## src/rtl/instr_assembler_if.sv

```systemverilog
// Request/response bundle for instr_assembler: the operand request channel
// and the assembled-word output stream.
interface instr_assembler_if;
  logic        in_valid;
  logic        in_ready;
  logic [4:0]  mnem;
  logic [4:0]  rs;
  logic [4:0]  rt;
  logic [4:0]  rd;
  logic [4:0]  shamt;
  logic [15:0] imm;
  logic [25:0] target;
  logic        out_valid;
  logic        out_ready;
  logic [31:0] out_instr;
  logic [31:0] out_addr;

  modport master (
    output in_valid, mnem, rs, rt, rd, shamt, imm, target, out_ready,
    input  in_ready, out_valid, out_instr, out_addr
  );

  modport slave (
    input  in_valid, mnem, rs, rt, rd, shamt, imm, target, out_ready,
    output in_ready, out_valid, out_instr, out_addr
  );
endinterface

```

## src/rtl/instr_assembler.sv

```systemverilog
// Assembles MIPS instruction words from mnemonic + operand fields and streams
// them, with byte addresses, through a small FIFO to the instruction loader.
module instr_assembler #(
    parameter int unsigned DEPTH     = 4,
    parameter logic [31:0] BASE_ADDR = 32'h0000_0000
) (
    input  logic               clk,
    input  logic               rst,
    instr_assembler_if.slave   bus,
    input  logic               flush,
    output logic               err,
    input  logic               err_clr
);

    localparam int unsigned PW = (DEPTH > 1) ? $clog2(DEPTH) : 1;

    typedef enum logic [4:0] {
        M_ADD  = 5'd0,  M_SUB  = 5'd1,  M_AND  = 5'd2,  M_OR   = 5'd3,
        M_SLT  = 5'd4,  M_SLTU = 5'd5,  M_ADDU = 5'd6,  M_SUBU = 5'd7,
        M_SLL  = 5'd8,  M_NOR  = 5'd9,  M_SRL  = 5'd10, M_SLLV = 5'd11,
        M_SRLV = 5'd12, M_JR   = 5'd13, M_JALR = 5'd14, M_ADDI = 5'd15,
        M_ORI  = 5'd16, M_LW   = 5'd17, M_SW   = 5'd18, M_BEQ  = 5'd19,
        M_LUI  = 5'd20, M_SLTI = 5'd21, M_BNE  = 5'd22, M_ANDI = 5'd23,
        M_J    = 5'd24, M_JAL  = 5'd25
    } mnem_e;

    logic [31:0]   word;
    logic          legal;
    logic [31:0]   mem_q [DEPTH];
    logic [31:0]   mem_d [DEPTH];
    logic [PW-1:0] wr_ptr_q, wr_ptr_d, rd_ptr_q, rd_ptr_d;
    logic [PW:0]   count_q, count_d;
    logic [31:0]   addr_q, addr_d;
    logic          err_q, err_d;
    logic          full, empty, accept, push, pop;

    always_comb begin
        word  = '0;
        legal = 1'b1;
        case (bus.mnem)
            M_ADD:  word = {6'h00, bus.rs, bus.rt, bus.rd, 5'd0, 6'b100000};
            M_SUB:  word = {6'h00, bus.rs, bus.rt, bus.rd, 5'd0, 6'b100010};
            M_AND:  word = {6'h00, bus.rs, bus.rt, bus.rd, 5'd0, 6'b100100};
            M_OR:   word = {6'h00, bus.rs, bus.rt, bus.rd, 5'd0, 6'b100101};
            M_SLT:  word = {6'h00, bus.rs, bus.rt, bus.rd, 5'd0, 6'b101010};
            M_SLTU: word = {6'h00, bus.rs, bus.rt, bus.rd, 5'd0, 6'b101011};
            M_ADDU: word = {6'h00, bus.rs, bus.rt, bus.rd, 5'd0, 6'b100001};
            M_SUBU: word = {6'h00, bus.rs, bus.rt, bus.rd, 5'd0, 6'b100011};
            M_NOR:  word = {6'h00, bus.rs, bus.rt, bus.rd, 5'd0, 6'b100111};
            M_SLLV: word = {6'h00, bus.rs, bus.rt, bus.rd, 5'd0, 6'b000100};
            M_SRLV: word = {6'h00, bus.rs, bus.rt, bus.rd, 5'd0, 6'b000110};
            // Only the immediate shifts carry shamt; they have no rs operand.
            M_SLL:  word = {6'h00, 5'd0, bus.rt, bus.rd, bus.shamt, 6'b000000};
            M_SRL:  word = {6'h00, 5'd0, bus.rt, bus.rd, bus.shamt, 6'b000010};
            M_JR:   word = {6'h00, bus.rs, 5'd0, 5'd0, 5'd0, 6'b001000};
            M_JALR: word = {6'h00, bus.rs, 5'd0, bus.rd, 5'd0, 6'b001001};
            M_ADDI: word = {6'b001000, bus.rs, bus.rt, bus.imm};
            M_ORI:  word = {6'b001101, bus.rs, bus.rt, bus.imm};
            M_LW:   word = {6'b100011, bus.rs, bus.rt, bus.imm};
            M_SW:   word = {6'b101011, bus.rs, bus.rt, bus.imm};
            M_BEQ:  word = {6'b000100, bus.rs, bus.rt, bus.imm};
            M_LUI:  word = {6'b001111, 5'd0,   bus.rt, bus.imm};
            M_SLTI: word = {6'b001010, bus.rs, bus.rt, bus.imm};
            M_BNE:  word = {6'b000101, bus.rs, bus.rt, bus.imm};
            M_ANDI: word = {6'b001100, bus.rs, bus.rt, bus.imm};
            M_J:    word = {6'b000010, bus.target};
            M_JAL:  word = {6'b000011, bus.target};
            default: legal = 1'b0;
        endcase
    end

    assign full   = (count_q == (PW + 1)'(DEPTH));
    assign empty  = (count_q == '0);
    assign accept = bus.in_valid & ~full;
    assign push   = accept & legal & ~flush;
    assign pop    = ~empty & bus.out_ready & ~flush;

    always_comb begin
        mem_d    = mem_q;
        wr_ptr_d = wr_ptr_q;
        rd_ptr_d = rd_ptr_q;
        count_d  = count_q;
        addr_d   = addr_q;
        if (flush) begin
            wr_ptr_d = '0;
            rd_ptr_d = '0;
            count_d  = '0;
            addr_d   = BASE_ADDR;
        end else begin
            if (push) begin
                mem_d[wr_ptr_q] = word;
                wr_ptr_d        = wr_ptr_q + 1'b1;
            end
            if (pop) begin
                rd_ptr_d = rd_ptr_q + 1'b1;
                addr_d   = addr_q + 32'd4;
            end
            case ({push, pop})
                2'b10:   count_d = count_q + 1'b1;
                2'b01:   count_d = count_q - 1'b1;
                default: count_d = count_q;
            endcase
        end
        // An illegal accept sets the flag even if a clear arrives in the same cycle.
        err_d = err_q;
        if (accept & ~legal)
            err_d = 1'b1;
        else if (err_clr)
            err_d = 1'b0;
    end

    always_ff @(posedge clk) begin
        mem_q <= mem_d;
    end

    always_ff @(posedge clk or posedge rst) begin
        if (rst) begin
            wr_ptr_q <= '0;
            rd_ptr_q <= '0;
            count_q  <= '0;
            addr_q   <= BASE_ADDR;
            err_q    <= 1'b0;
        end else begin
            wr_ptr_q <= wr_ptr_d;
            rd_ptr_q <= rd_ptr_d;
            count_q  <= count_d;
            addr_q   <= addr_d;
            err_q    <= err_d;
        end
    end

    assign bus.in_ready  = ~full;
    assign bus.out_valid = ~empty;
    assign bus.out_instr = empty ? '0 : mem_q[rd_ptr_q];
    assign bus.out_addr  = addr_q;
    assign err           = err_q;

endmodule

```

## src/flat_wrapper.sv

```systemverilog
// flat-port wrapper written by rule: the top's interface ports become plain ports
module instr_assembler_flat 
#(
    parameter int unsigned DEPTH     = 4,
    parameter logic [31:0] BASE_ADDR = 32'h0000_0000
)
  (clk, rst, flush, err, err_clr, bus_in_valid, bus_mnem, bus_rs, bus_rt, bus_rd, bus_shamt, bus_imm, bus_target, bus_out_ready, bus_in_ready, bus_out_valid, bus_out_instr, bus_out_addr);
  instr_assembler_if bus_i ();
  input  logic clk;
  input  logic rst;
  input  logic flush;
  output logic err;
  input  logic err_clr;
  input wire logic [$bits(bus_i.in_valid)-1:0] bus_in_valid;
  input wire logic [$bits(bus_i.mnem)-1:0] bus_mnem;
  input wire logic [$bits(bus_i.rs)-1:0] bus_rs;
  input wire logic [$bits(bus_i.rt)-1:0] bus_rt;
  input wire logic [$bits(bus_i.rd)-1:0] bus_rd;
  input wire logic [$bits(bus_i.shamt)-1:0] bus_shamt;
  input wire logic [$bits(bus_i.imm)-1:0] bus_imm;
  input wire logic [$bits(bus_i.target)-1:0] bus_target;
  input wire logic [$bits(bus_i.out_ready)-1:0] bus_out_ready;
  output wire logic [$bits(bus_i.in_ready)-1:0] bus_in_ready;
  output wire logic [$bits(bus_i.out_valid)-1:0] bus_out_valid;
  output wire logic [$bits(bus_i.out_instr)-1:0] bus_out_instr;
  output wire logic [$bits(bus_i.out_addr)-1:0] bus_out_addr;
  assign bus_i.in_valid = bus_in_valid;
  assign bus_i.mnem = bus_mnem;
  assign bus_i.rs = bus_rs;
  assign bus_i.rt = bus_rt;
  assign bus_i.rd = bus_rd;
  assign bus_i.shamt = bus_shamt;
  assign bus_i.imm = bus_imm;
  assign bus_i.target = bus_target;
  assign bus_i.out_ready = bus_out_ready;
  assign bus_in_ready = bus_i.in_ready;
  assign bus_out_valid = bus_i.out_valid;
  assign bus_out_instr = bus_i.out_instr;
  assign bus_out_addr = bus_i.out_addr;
  instr_assembler #(.DEPTH(DEPTH), .BASE_ADDR(BASE_ADDR)) u_core (.clk(clk), .rst(rst), .bus(bus_i), .flush(flush), .err(err), .err_clr(err_clr));
endmodule
```

## config.mk

```make
export PLATFORM = sky130hd
export DESIGN_NAME = instr_assembler_flat
export DESIGN_NICKNAME = d
export VERILOG_FILES = /design/src/rtl/instr_assembler_if.sv /design/src/rtl/instr_assembler.sv /design/src/flat_wrapper.sv
export SDC_FILE = /design/constraint.sdc
export NUM_CORES = 1
export LEC_CHECK = 0
export BUFFER_PORTS_ARGS = -buffer_cell sky130_fd_sc_hd__buf_2
export CAP_MARGIN = 20
export CORE_AREA = 2 2 128 130
export CTS_CLUSTER_DIAMETER = 150
export CTS_CLUSTER_SIZE = 16
export DETAILED_ROUTE_END_ITERATION = 10
export DIE_AREA = 0 0 130 132
export PLACE_DENSITY = 0.72
export SLEW_MARGIN = 20
export SYNTH_ARGS = -nofsm -noshare
export SYNTH_HDL_FRONTEND = slang
export SYNTH_SLANG_ARGS = --single-unit
```

## constraint.sdc

```tcl
create_clock -name clk -period 2.22 [get_ports clk]
set_input_delay 0.333 -clock clk [delete_from_list [all_inputs] [get_ports clk]]
set_output_delay 0.333 -clock clk [all_outputs]
set_load 0.02 [all_outputs]
```

==> qor.yml, run 1 <==
final_common_cell: "buf_2"
switchingPower_w: 0.00305
synth.area.top_cells: "edfxtp_1, dfrtp_1, mux4_2, nor2b_1, a21oi_1"
p_per_area_nw_per_um2: 1030
relSlewSlack_pct: 57.2
slew_violations: 0
tightest_slew_ps: 640
grt-ovfl-total: 0
port_buffers: 136
maxCapViolCount: 0
status: "finished, violations left"
combPwrFrac_pct: 31.9
syn_to_final_growth_pct: 25.3
cp.required_ps: 1890
ant_nets: 0
worstSetupPathType: "flop to output pin"
rrSetupSlack_ps: 150
rr_worst_depth: 5
die_w_um: 130
finalHoldViolCount: 0
dr.first_iter.drc_count: 485
ir_drop_mv: 0.591
h-tree-depth: 4
cts_tree: "built"
grtUsageTotal_pct: 20.4
dp_worst_setup_slack_ps: 9.94
power.internal_w: 0.00650
p_clk_share_pct: 30.3
insertion_delay_ps: 430
crit_path_start_kind: "flop"
yosysWarnings: 0
power_frac_seq_pct: 37.9
yosys_most_used_dff: "edfxtp_1"
r2r-start: "u_core.bus.out_addr[6]"
skew_ps: 15.6
p_total_w: 0.00955
syn_area_um2: 7440
cts_buffers: 17
yosysTopAreaCell: "edfxtp_1"
synthArstFlopShare_pct: 23.5
clockRootBuffer: "clkbuf_16"
fill_cells: 1196
period_needed_ps: 2260
via_per_inst: 5.57
synth_edf_count: 124
fin_hold_ws_ps: 18.0
initial_core_util_pct: 47.3
p_leak_nw: 3.65
hpwlAfterDp_mm: 11.1
ctsHoldBuffers: 0
ys_ff_latch: 162
drc: 0
critPathCaptureType: "output pin"
violations: "setup timing"
critPathArrivalTime_ps: 1930
period_share_pct: 102
rows: 46
p_sw_share_pct: 31.9
die_area_um2: 17200
hold_class: "primary input to asynchronous set/reset pin"
wl_per_cell_um: 18.9
finalSetupViolations: 15
grt_setup_unrepaired: "true"
dr.pass1.iters: 7
grt_pass1_vias: 5051
gp_congestion: 0.808
synthCells: 528
grt_max_degree: 39
synth_top_cell_area_share_pct: 50.1
seq_area_frac_synth_pct: 62.9
cts.sinks: 162
regToRegEndpoint: "u_core.bus.out_addr[22]"
fin_nets: 761
antenna_found_initial: 2
avgSynthCellArea_um2: 14.1
synth_cell_type_count: 56
grt_pass1_wl_mm: 26.6
drt-total-wl_mm: 17.2
clkTransAtPathRegs_ps: 60
most-common-layout-cells: "buf_2, edfxtp_1, nor2b_1"
die_h_um: 132
max_freq_mhz: 442
vias: 5084
layout_setup_ws_ps: -42.6
cts_max_path_buffers: 2
coreArea_um2: 15700
crit_fanout: 6
layout-drive-gt1-share_pct: 36.7
pin_count: 140
[logic make-up (layout without fill, tap and decap cells)]
family	count (synthesis)	count (layout)	share of synthesized area [%]
XOR/XNOR	13	13	1.53
adder cells (fa/ha/maj)	6	6	1.11
multiplexers	39	39	10.5
AND/OR/NAND/NOR	156	156	11.7
flip-flops	162	162	62.9
other	1	5	0.0504
AO/OA/AOI/OAI	91	91	8.68
buffers and inverters	60	224	3.48
[through the flow]
step / util (%) / TNS, ps / cell area (µm²) / std cells
after detailed placement: 54.3 / 0 / 8530 / 873
after CTS: 58.6 / -971 / 9210 / 908
after floorplan: - / 0 / 7450 / 530
after global routing: 59.3 / -2160 / 9320 / 912
final: 59.3 / -285 / 9320 / 912
after global placement: 54.3 / 0 / 8530 / 873
[registers in the layout, indices dropped and copies added (netlist names)]
signal               cells
u_core.bus.out_addr     30
u_core.rd_ptr_q          2
u_core.mem_q           124
u_core.err               1
u_core.wr_ptr_q          2
u_core.count_q           3
[routing by layer]
layer,vias to the layer above,global-route usage [%],wire length [µm]
li1,2338,-,-
met4,0,9.56,529
met2,173,33.2,8850
met3,41,3.53,789
met5,-,0,0
met1,2532,26.7,7070
[cell type report]
| type | count | area [µm²] | area share, % |
|---|---|---|---|
| inverter | 22 | 82.6 | 0.886 |
| sequential | 162 | 4680 | 50.2 |
| clock inverter | 14 | 155 | 1.67 |
| antenna | 2 | 5.00 | 0.0537 |
| multi-input combinational | 308 | 2580 | 27.7 |
| tap | 216 | 270 | 2.90 |
| clock buffer | 17 | 425 | 4.57 |
| timing repair buffer | 171 | 1120 | 12.0 |
[how the worst max path moves through the flow]
stage | start | to | cells after the start
floorplan | u_core.count_q[2] | u_core.count_q[2] | 7
global placement | u_core.bus.out_addr[17] | u_core.bus.out_addr[31] | 4
detailed placement | u_core.bus.out_addr[17] | u_core.bus.out_addr[31] | 4
CTS | u_core.rd_ptr_q[0] | bus_out_instr[5] | 5
global route | u_core.rd_ptr_q[0] | bus_out_instr[7] | 5
finish | u_core.rd_ptr_q[0] | bus_out_instr[3] | 5
[cells in the mapped netlist (2+ instances only)]
| library cell | count |
|---|---|
| o31ai_1 | 12 |
| nor4_1 | 3 |
| and2_1 | 5 |
| nand2b_1 | 7 |
| buf_6 | 2 |
| xnor2_1 | 9 |
| buf_4 | 3 |
| nand2_1 | 24 |
| mux4_2 | 31 |
| and3_1 | 2 |
| a21oi_1 | 24 |
| a22o_1 | 11 |
| nand4_1 | 6 |
| or4_1 | 14 |
| o21bai_1 | 2 |
| nand3b_1 | 2 |
| o21ai_0 | 10 |
| buf_2 | 6 |
| o22ai_1 | 2 |
| nand3_1 | 10 |
| a222oi_1 | 10 |
| nor3_1 | 7 |
| and4_1 | 2 |
| a21o_1 | 2 |
| xor2_1 | 4 |
| nor3b_1 | 2 |
| a22oi_1 | 3 |
| nor2_1 | 23 |
| edfxtp_1 | 124 |
| dfrtp_1 | 38 |
| a31oi_1 | 2 |
| buf_1 | 2 |
| inv_1 | 22 |
| a21boi_0 | 3 |
| a221o_1 | 2 |
| clkbuf_1 | 25 |
| mux2_2 | 3 |
| nor2b_1 | 39 |
| or3_1 | 6 |
| mux2i_1 | 4 |
| ha_1 | 5 |
[worst max-delay path, stage by stage, from the launching register on]
cell and delay [ps]:
dfrtp_2 440, buf_12 140, buf_16 130, mux4_2 490, nor2b_1 140, buf_2 160
[power by group through the flow]
stage | Clock (W) | Combinational [W] | Sequential [W]
after floorplan | 0 | 0.00180 | 0.00363
after detailed placement | 0 | 0.00280 | 0.00365
after global placement | 0 | 0.00272 | 0.00363
final | 0.00289 | 0.00304 | 0.00362
after CTS | 0.00292 | 0.00296 | 0.00360
after global routing | 0.00304 | 0.00325 | 0.00364
[repair_timing]
action                                  CTS  global route
pin swaps                                 0             3
endpoints found under the setup margin   32            41
setup buffers                             2             2
gates cloned                              2             0
gates resized for setup                   4            24
No activity file was read; power rests on OpenSTA's default activity.
==> run 2: changes to the inputs <==
--- a/config.mk
+++ b/config.mk
@@ -8,11 +8,12 @@
 export BUFFER_PORTS_ARGS = -buffer_cell sky130_fd_sc_hd__buf_2
 export CAP_MARGIN = 20
 export CORE_AREA = 2 2 128 130
+export CTS_BUF_LIST = sky130_fd_sc_hd__clkbuf_8 sky130_fd_sc_hd__clkbuf_16
 export CTS_CLUSTER_DIAMETER = 150
 export CTS_CLUSTER_SIZE = 16
 export DETAILED_ROUTE_END_ITERATION = 10
 export DIE_AREA = 0 0 130 132
-export PLACE_DENSITY = 0.72
+export PLACE_DENSITY = 0.77
 export SLEW_MARGIN = 20
 export SYNTH_ARGS = -nofsm -noshare
 export SYNTH_HDL_FRONTEND = slang
==> constraint.sdc (replaced) <==
create_clock -name clk -period 2.22 [get_ports clk]
set_input_delay 0.555 -clock clk [delete_from_list [all_inputs] [get_ports clk]]
set_output_delay 0.555 -clock clk [all_outputs]
set_load 0.02 [all_outputs]
==> qor.yml, run 2 (synthesis gave the netlist of run 1 again) <==
status: "finished, violations left"
violations: "setup timing"
grt_setup_unrepaired: "true"
skew_ps: 10.3
cts_tree: "built"
rows: 46
period_share_pct: 111
clkTransAtPathRegs_ps: 60
fin_nets: 788
drc: 0
tightest_slew_ps: 756
ir_drop_mv: 0.656
max_freq_mhz: 405
port_buffers: 136
gp_congestion: 0.796
relSlewSlack_pct: 49.6
maxCapViolCount: 0
ctsHoldBuffers: 0
worstSetupPathType: "flop to output pin"
critPathCaptureType: "output pin"
cts_buffers: 17
syn_to_final_growth_pct: 30.3
slew_violations: 0
finalSetupViolations: 32
critPathArrivalTime_ps: 1910
r2r-start: "u_core.bus.out_addr[7]"
die_h_um: 132
fin_tns_setup_ps: -6810
drt-total-wl_mm: 17.7
fill_cells: 1198
die_w_um: 130
layout-drive-gt1-share_pct: 39.9
crit_path_start_kind: "flop"
layout_setup_ws_ps: -247
h-tree-depth: 4
final_common_cell: "edfxtp_1"
instances_no_fill: 937
crit_fanout: 7
grt_max_degree: 38
largest_register_ffs: 124
regMostFlops: "u_core.mem_q"
seqCellArea_um2: 4680
period_needed_ps: 2470
initial_core_util_pct: 47.3
p_leak_nw: 3.83
p_per_area_nw_per_um2: 1030
worstSetupStartpoint: "u_core.rd_ptr_q[0]"
coreArea_um2: 15700
antenna_cells: 0
die_area_um2: 17200
hpwlAfterDp_mm: 11.6
hold_class: "primary input to asynchronous set/reset pin"
vias: 5227
antenna_found_initial: 0
via_per_inst: 5.58
pin_count: 140
grt_pass1_vias: 5232
dr.first_iter.drc_count: 436
insertion_delay_ps: 430
grt_pass1_wl_mm: 26.9
cts.sinks: 162
cp.required_ps: 1660
finalHoldViolCount: 0
clockRootBuffer: "clkbuf_16"
dr.pass1.iters: 6
ant_nets: 0
multi_input_area_um2: 2650
cts_max_path_buffers: 2
grtUsageTotal_pct: 20.6
dp_cells: 890
most-common-layout-cells: "edfxtp_1, buf_2, buf_4"
wl_per_cell_um: 18.9
grt-ovfl-total: 0
## run 2: cell types whose count changed in the layout (fill, tap and decap cells not counted), sizes merged
cell,previous run,this run
clkbuf,18,19
bufinv,2,0
clkinv,4,7
clkinvlp,4,3
diode,2,0
buf,170,196
## run 2: layer usage
metal  global-route usage, %  wire length, µm  up-vias
li1                        -                -     2392
met1                    25.8             7220     2607
met2                    34.3             9210      204
met3                    5.44              950       24
met4                    8.06              304        0
met5                       0                0        -
## run 2: timing repair
action                     CTS  global route
pin swaps                    2             4
cloned                       1             3
hold endpoints to repair     0             0
buffers inserted             5             7
setup endpoints to repair   34            44
gates resized for setup     15            61
## run 2: final timing paths
| kind | slack [ps] | depth (start not counted) | to |
|---|---|---|---|
| max | -250 | 5 | bus_out_instr[9] |
| min | 200 | 2 | u_core.bus.out_addr[7] |
| max reg2reg | 50 | 5 | u_core.bus.out_addr[26] |
| min reg2reg | 530 | 2 | u_core.err |
| max in group asynchronous | 1460 | 3 | u_core.bus.out_addr[25] |
| min in group clk | 320 | 2 | u_core.err |
## run 2: power breakdown
part / internal, W / leakage (nW) / switching (W)
combinational: 0.00188 / 1.91 / 0.00201
sequential: 0.00348 / 1.66 / 0.0000792
clock: 0.00141 / 0.253 / 0.00116
## run 2: per-stage QoR
step,total power (W),utilization (%),instance area (µm²),hold WS (ps),setup WS [ps]
5_1_grt,0.0104,61.7,9690,248,-299
3_3_place_gp,0.00654,55.6,8740,516,-85.0
6_report,0.0100,61.7,9690,204,-247
4_1_cts,0.00943,59.5,9350,202,-296
2_1_floorplan,0.00543,-,7450,542,4.72
3_5_place_dp,0.00660,55.6,8740,526,-165
## run 2: worst max-delay path, cell delays in order (launching register included)
cell and delay [ps]:
dfrtp_2 370, buf_12 140, clkbuf_16 160, mux4_2 500, nor2b_1 150, buf_2 160
## run 2: final cells by class
type | instances | share of cell area [%]
Clock buffer | 17 | 4.39
Multi-Input combinational cell | 308 | 27.3
Inverter | 22 | 0.852
Tap cell | 216 | 2.79
Clock inverter | 14 | 0.943
Sequential cell | 162 | 48.3
Timing Repair Buffer | 198 | 15.5
